**src/rtl/mips_ctrl_pkg.sv**
```systemverilog
// Package: mips_ctrl_pkg
// Shared constants for the multi-cycle MIPS main control FSM. It holds the
// opcode values, the state encodings (also visible on the debug state port),
// the alu_op codes consumed by ula_control, and the alu_src_b and pc_source
// mux select codes.
package mips_ctrl_pkg;

    // instruction[31:26]
    localparam logic [5:0] OP_RTYPE = 6'h00;
    localparam logic [5:0] OP_J     = 6'h02;
    localparam logic [5:0] OP_BEQ   = 6'h04;
    localparam logic [5:0] OP_ADDI  = 6'h08;
    localparam logic [5:0] OP_LW    = 6'h23;
    localparam logic [5:0] OP_SW    = 6'h2B;

    // alu_op codes for ula_control
    localparam logic [1:0] ALU_ADD   = 2'b00;
    localparam logic [1:0] ALU_SUB   = 2'b01;
    localparam logic [1:0] ALU_FUNCT = 2'b10;

    // alu_src_b selects
    localparam logic [1:0] SRCB_REG_B   = 2'b00;
    localparam logic [1:0] SRCB_FOUR    = 2'b01;
    localparam logic [1:0] SRCB_IMM     = 2'b10;
    localparam logic [1:0] SRCB_IMM_SH2 = 2'b11;

    // pc_source selects
    localparam logic [1:0] PCSRC_ALU    = 2'b00;
    localparam logic [1:0] PCSRC_ALUOUT = 2'b01;
    localparam logic [1:0] PCSRC_JUMP   = 2'b10;

    typedef enum logic [3:0] {
        StIdle    = 4'd0,
        StFetch   = 4'd1,
        StDecode  = 4'd2,
        StMemAddr = 4'd3,
        StMemRd   = 4'd4,
        StMemWb   = 4'd5,
        StMemWr   = 4'd6,
        StRExec   = 4'd7,
        StRWb     = 4'd8,
        StBranch  = 4'd9,
        StJump    = 4'd10,
        StAddiEx  = 4'd11,
        StAddiWb  = 4'd12
    } state_t;

endpackage

```
**src/rtl/mem_wait_timer.sv**
```systemverilog
// Module: mem_wait_timer
// Counts the cycles a memory access has been stalled and flags when the
// stall has reached the timeout limit.
// Ports:
//   clock   in  1      rising-edge clock
//   reset   in  1      synchronous, active-high; clears the count
//   clear   in  1      restart the count (the FSM is changing state)
//   inc     in  1      one more stalled cycle in a wait state
//   expired out 1      count has reached TIMEOUT_CYCLES (never when it is 0)
module mem_wait_timer #(
    parameter int unsigned TIMEOUT_CYCLES = 15,
    parameter int unsigned CNT_W          = 4
) (
    input  logic clock,
    input  logic reset,
    input  logic clear,
    input  logic inc,
    output logic expired
);

    logic [CNT_W-1:0] count_q;

    always_ff @(posedge clock) begin
        if (reset || clear) begin
            count_q <= '0;
        end else if (inc) begin
            count_q <= count_q + 1'b1;
        end
    end

    // TIMEOUT_CYCLES == 0 disables the abort entirely; the count may then wrap harmlessly.
    assign expired = (TIMEOUT_CYCLES != 0) && (count_q == CNT_W'(TIMEOUT_CYCLES));

endmodule

```
**src/rtl/mips_multicycle_control.sv**
```systemverilog
// Module: mips_multicycle_control
// Main control FSM of the multi-cycle MIPS datapath. Sequences each
// instruction through fetch/decode/execute/memory/writeback, drives the
// datapath mux selects, write enables and the alu_op code for ula_control,
// stalls on mem_ready and aborts to IDLE when a memory access times out.
// Configuration macro: ADDI_EN (defined: opcode 08 runs ADDI_EX/ADDI_WB;
// undefined: opcode 08 is treated as illegal).
// Ports:
//   clock, reset              clock and synchronous active-high reset
//   opcode[5:0]               instruction[31:26] from the IR
//   mem_ready                 memory completes the access this cycle
//   pc_write, pc_write_cond   PC load enables (unconditional / beq)
//   pc_source[1:0]            PC mux select
//   i_or_d                    memory address select (PC / ALUOut)
//   mem_read, mem_write       memory strobes
//   ir_write                  instruction register load
//   reg_dst, mem_to_reg       register file write address/data selects
//   reg_write                 register file write enable
//   alu_src_a, alu_src_b[1:0] ALU operand selects
//   alu_op[1:0]               to ula_control
//   instr_done                pulse in the last cycle of an instruction
//   illegal_op                pulse in DECODE for an unsupported opcode
//   mem_timeout               pulse on the abort cycle
//   state[3:0]                current state (debug)
module mips_multicycle_control
    import mips_ctrl_pkg::*;
#(
    parameter int unsigned TIMEOUT_CYCLES = 15,
    parameter int unsigned CNT_W          = 4
) (
    input  logic       clock,
    input  logic       reset,
    input  logic [5:0] opcode,
    input  logic       mem_ready,
    output logic       pc_write,
    output logic       pc_write_cond,
    output logic [1:0] pc_source,
    output logic       i_or_d,
    output logic       mem_read,
    output logic       mem_write,
    output logic       ir_write,
    output logic       reg_dst,
    output logic       mem_to_reg,
    output logic       reg_write,
    output logic       alu_src_a,
    output logic [1:0] alu_src_b,
    output logic [1:0] alu_op,
    output logic       instr_done,
    output logic       illegal_op,
    output logic       mem_timeout,
    output logic [3:0] state
);

    state_t state_q, state_d;
    logic   in_wait;
    logic   expired;
    logic   abort;
    logic   cnt_clear;
    logic   cnt_inc;

    always_ff @(posedge clock) begin
        if (reset) begin
            state_q <= StIdle;
        end else begin
            state_q <= state_d;
        end
    end

    assign in_wait   = (state_q == StFetch) || (state_q == StMemRd) || (state_q == StMemWr);
    // Ready wins over an expired count in the same cycle.
    assign abort     = in_wait && !mem_ready && expired;
    // Any state change restarts the count, so entering a wait state starts from 0.
    assign cnt_clear = (state_d != state_q);
    assign cnt_inc   = in_wait && !mem_ready;

    mem_wait_timer #(
        .TIMEOUT_CYCLES(TIMEOUT_CYCLES),
        .CNT_W         (CNT_W)
    ) u_mem_wait_timer (
        .clock  (clock),
        .reset  (reset),
        .clear  (cnt_clear),
        .inc    (cnt_inc),
        .expired(expired)
    );

    always_comb begin
        state_d       = state_q;
        pc_write      = 1'b0;
        pc_write_cond = 1'b0;
        pc_source     = PCSRC_ALU;
        i_or_d        = 1'b0;
        mem_read      = 1'b0;
        mem_write     = 1'b0;
        ir_write      = 1'b0;
        reg_dst       = 1'b0;
        mem_to_reg    = 1'b0;
        reg_write     = 1'b0;
        alu_src_a     = 1'b0;
        alu_src_b     = SRCB_REG_B;
        alu_op        = ALU_ADD;
        instr_done    = 1'b0;
        illegal_op    = 1'b0;
        mem_timeout   = 1'b0;

        unique case (state_q)
            StIdle: begin
                state_d = StFetch;
            end
            StFetch: begin
                // ALU computes PC+4 while the instruction is read.
                alu_src_b = SRCB_FOUR;
                if (mem_ready) begin
                    mem_read = 1'b1;
                    ir_write = 1'b1;
                    pc_write = 1'b1;
                    state_d  = StDecode;
                end else if (abort) begin
                    mem_timeout = 1'b1;
                    state_d     = StIdle;
                end else begin
                    mem_read = 1'b1;
                end
            end
            StDecode: begin
                // Branch target precomputed into ALUOut.
                alu_src_b = SRCB_IMM_SH2;
                case (opcode)
                    OP_RTYPE:     state_d = StRExec;
                    OP_LW, OP_SW: state_d = StMemAddr;
                    OP_BEQ:       state_d = StBranch;
                    OP_J:         state_d = StJump;
`ifdef ADDI_EN
                    OP_ADDI:      state_d = StAddiEx;
`endif
                    default: begin
                        illegal_op = 1'b1;
                        state_d    = StFetch;
                    end
                endcase
            end
            StMemAddr: begin
                alu_src_a = 1'b1;
                alu_src_b = SRCB_IMM;
                state_d   = (opcode == OP_SW) ? StMemWr : StMemRd;
            end
            StMemRd: begin
                i_or_d = 1'b1;
                if (mem_ready) begin
                    mem_read = 1'b1;
                    state_d  = StMemWb;
                end else if (abort) begin
                    mem_timeout = 1'b1;
                    state_d     = StIdle;
                end else begin
                    mem_read = 1'b1;
                end
            end
            StMemWr: begin
                i_or_d = 1'b1;
                if (mem_ready) begin
                    mem_write  = 1'b1;
                    instr_done = 1'b1;
                    state_d    = StFetch;
                end else if (abort) begin
                    mem_timeout = 1'b1;
                    state_d     = StIdle;
                end else begin
                    mem_write = 1'b1;
                end
            end
            StMemWb: begin
                reg_write  = 1'b1;
                mem_to_reg = 1'b1;
                instr_done = 1'b1;
                state_d    = StFetch;
            end
            StRExec: begin
                alu_src_a = 1'b1;
                alu_op    = ALU_FUNCT;
                state_d   = StRWb;
            end
            StRWb: begin
                reg_dst    = 1'b1;
                reg_write  = 1'b1;
                instr_done = 1'b1;
                state_d    = StFetch;
            end
            StBranch: begin
                alu_src_a     = 1'b1;
                alu_op        = ALU_SUB;
                pc_write_cond = 1'b1;
                pc_source     = PCSRC_ALUOUT;
                instr_done    = 1'b1;
                state_d       = StFetch;
            end
            StJump: begin
                pc_write   = 1'b1;
                pc_source  = PCSRC_JUMP;
                instr_done = 1'b1;
                state_d    = StFetch;
            end
`ifdef ADDI_EN
            StAddiEx: begin
                alu_src_a = 1'b1;
                alu_src_b = SRCB_IMM;
                state_d   = StAddiWb;
            end
            StAddiWb: begin
                reg_write  = 1'b1;
                instr_done = 1'b1;
                state_d    = StFetch;
            end
`endif
            default: begin
                state_d = StIdle;
            end
        endcase
    end

    assign state = state_q;

endmodule

```
**config.mk**
```make
export PLATFORM = sky130hd
export DESIGN_NAME = mips_multicycle_control
export DESIGN_NICKNAME = d
export VERILOG_FILES = /design/src/rtl/mips_ctrl_pkg.sv /design/src/rtl/mem_wait_timer.sv /design/src/rtl/mips_multicycle_control.sv
export SDC_FILE = /design/constraint.sdc
export NUM_CORES = 1
export LEC_CHECK = 0
export CORE_ASPECT_RATIO = 1.1
export CORE_MARGIN = 2
export CORE_UTILIZATION = 48
export CTS_BUF_LIST = sky130_fd_sc_hd__clkbuf_4
export CTS_CLUSTER_SIZE = 20
export DETAILED_ROUTE_END_ITERATION = 12
export PLACE_DENSITY = 0.95
export SYNTH_ARGS = -nofsm -noshare
export SYNTH_HDL_FRONTEND = slang
export SYNTH_HIERARCHICAL = 1
export SYNTH_SLANG_ARGS = --single-unit
```
**constraint.sdc**
```tcl
create_clock -name clock -period 3.5 [get_ports clock]
set_clock_uncertainty 0.1 [all_clocks]
set_input_delay 0.525 -clock clock [delete_from_list [all_inputs] [get_ports clock]]
set_output_delay 0.525 -clock clock [all_outputs]
set_load 0.005 [all_outputs]
```
==> key figures <==
Logic synthesis
  – Ys Warns: 6
  – Dominant synthesized flop cell: dfxtp_1
  – Syn avg cell area: ~7.8 um2
  – Area leader, netlist: dfxtp_1
  – Cells after Synth: 104
  – Synth cell types: between 40 and 50
  – Top cells by count, synth: 12 x nor2_1, 8 x dfxtp_1, 7 x nor3_1, 6 x nand2b_1
  – Async SR Flop Fraction: 0%
  – Share of the synthesized area in the top cell type: ~20%
  – Count leader, synth: nor2_1
  – Top post-synthesis cells by area: dfxtp_1 20%, nor2_1 5.6%, mux2i_1 4.9%
  – Post-synth EDFFs: 0
  – Sequential area share after synthesis: between 10% and 20%
  – Cell Area, Synth: roughly 810 um2
  – Post-Syn Nets: roughly 110
  – Synthesis-stage register bit count: 8

Layout
  – Filler Cell Count: around 130
  – Final nets: 141
  – Number of antenna diodes: 0
  – FF/Latch Area: approximately 160 um2
  – Post-route cell area: ~1100 um2
  – Share of cells above drive strength 1: 11.6%
  – Final core utilization: between 70% and 80%
  – Multi-input logic area: between 500 and 600 um2
  – Area grow syn2layout: 38.3%

STA
  – Setup_tns: 0 ns
  – Finish-stage setup viols: 0
  – Final Worst Setup Slack: slightly above 0.6 ns
  – RSZ-0062 raised after global routing: no
  – Hold Violations, Final: 0
  – Max Clk Rate: ~0.35 GHz
  – Worst slew pin tran: 0.629 ns
  – Crit share post-route: between 80% and 90%
  – Final Slew Violations: 0
  – Slew headroom: 58.0%
  – Final min period: about 2.9 ns

Power
  – Pwr Density: between 200 and 250 nW/um2
  – Final Power: ~250 uW
  – LEAKAGE: between 0.0003 and 0.0004 uW
  – Worst VDD drop: roughly 0.00021 V

Worst setup path
  – Crit Path Max Fanout: 21
  – CP Capture Type: output pin
  – Crit path arrival time: 2.25 ns
  – CP Launch Type: register
  – Critical path type: register to output pin
  – Worst EP required: around 2.9 ns
  – Internal reg-to-reg setup slack: 1.14 ns

Floorplan
  – DIE WIDTH: 43.2 um
  – Initial Util: approximately 51%
  – Num rows: 15
  – Die H: approximately 47 um
  – Die footprint: 2030 um2
  – Core area: 1580 um2
  – Num ports: 32

Placement
  – Placed instance area: 1100 um2
  – # port buffers: 31
  – Placement Setup Slack: 0.679 ns
  – HPWL after detailed placement: between 1500 and 2000 um
  – GP Congestion: a little under 0.9

GRT
  – Initial antenna violation count: 0
  – Gr ovfl total: 0
  – First-pass GRT wire length: ~3100 um
  – Vias in the first global route: ~690
  – GR Util All Layers: between 20% and 30%
  – Largest net degree at the start of global routing: 22

Drt
  – 1st-pass router iterations: 6
  – DRC: 0
  – WL per Instance: ~14 um
  – Post-DRT Antenna Nets: 0
  – Via count: 835
  – Iter 0 DRT Violations: 14
  – Vias per cell: 5.72
  – Detailed-route wire length: roughly 2000 um

Outcome
  – Run status: finished, final reports clean

Flow run
  – MaxCap Viol Count: 0

Clocking
  – CTS clock-pin slew for the worst setup and hold paths: around 0.06 ns
  – Num CTS Buffers: 3
  – Cts hold-fix bufs: 0
  – H-tree Lvls: 1
  – CTS root buf: clkbuf_4
  – Post-CTS Repair Setup Buffers: 0
  – CTS Sinks: 8
  – Max Root-Sink Buffers: 2
  – Clock Latency Late Sink: around 0.25 ns
  – CTS tree: yes
  – Post_cts resized: 0

Min path
  – Hold Path Class: register to register
[cell type report]
cell class	count	area share, %
clock buffers	3	2.01
repair buffers	33	29.1
multi-input cells	85	52.7
well taps	17	1.90
flip-flops and latches	8	14.3
[power by group]
group          switching (uW)  total [uW]  internal, uW
Sequential               6.53         100          93.8
Combinational            36.0        82.2          46.2
Clock                    29.5        68.6          39.1
Total                    72.0         251           179
[layout by cell type (no fill, tap or decap), types with 2 or more instances in the layout]
master / count
a211oi_1: 2
o21ai_0: 3
buf_4: 2
clkdlybuf4s50_1: 31
and3_1: 2
a21oi_1: 3
nor3_1: 7
or2_2: 3
mux2i_1: 4
xnor2_1: 4
nor2_1: 12
nand2b_1: 6
dfxtp_1: 8
a211oi_2: 2
nor2b_1: 2
nor4_1: 2
nor3b_1: 5
nand2_1: 4
a31oi_1: 2
nand3b_1: 2
clkbuf_4: 3
[worst max-delay path: stages (launching register included)]
cell	delay [ns]
dfxtp_1	0.72
or3b_2	0.24
a211oi_2	0.06
and2_1	0.22
nor4_1	0.22
clkdlybuf4s50_1	0.54
[cell families after synthesis]
family | Yosys count | synth area share (%)
simple gates | 54 | 40.8
compound gates | 21 | 19.5
buf+inv | 11 | 7.26
flops | 8 | 19.8
mux | 5 | 6.80
xor+xnor | 4 | 4.33
fa+ha+maj | 1 | 1.55
[final timing paths]
path                                     from                          end  cells after the start
setup / recovery                     state[2]                     mem_read                      5
hold reg to reg   u_mem_wait_timer/count_q[1]  u_mem_wait_timer/count_q[1]                      2
hold / removal    u_mem_wait_timer/count_q[1]  u_mem_wait_timer/count_q[1]                      2
setup reg to reg                     state[2]  u_mem_wait_timer/count_q[2]                      6
[sequential cells by signal, summed over array words and instances, names as in the netlist]
name	flops
state	4
u_mem_wait_timer/count_q	4
[stage by stage]
stage	hold WS [ns]	cells
6_report	0.452	146
5_1_grt	0.474	146
4_1_cts	0.456	146
3_5_place_dp	0.446	143
3_3_place_gp	0.431	143
2_1_floorplan	0.407	104
[layer usage]
metal  part of all wire (%)  vias up  global-route usage, %
li1                       -      430                      -
met1                     45      373                   25.6
met2                     48       28                   34.9
met3                    4.6        4                   1.54
met4                    1.9        0                   13.3
met5                      0        -                      0
No activity file was read; power rests on OpenSTA's default activity.
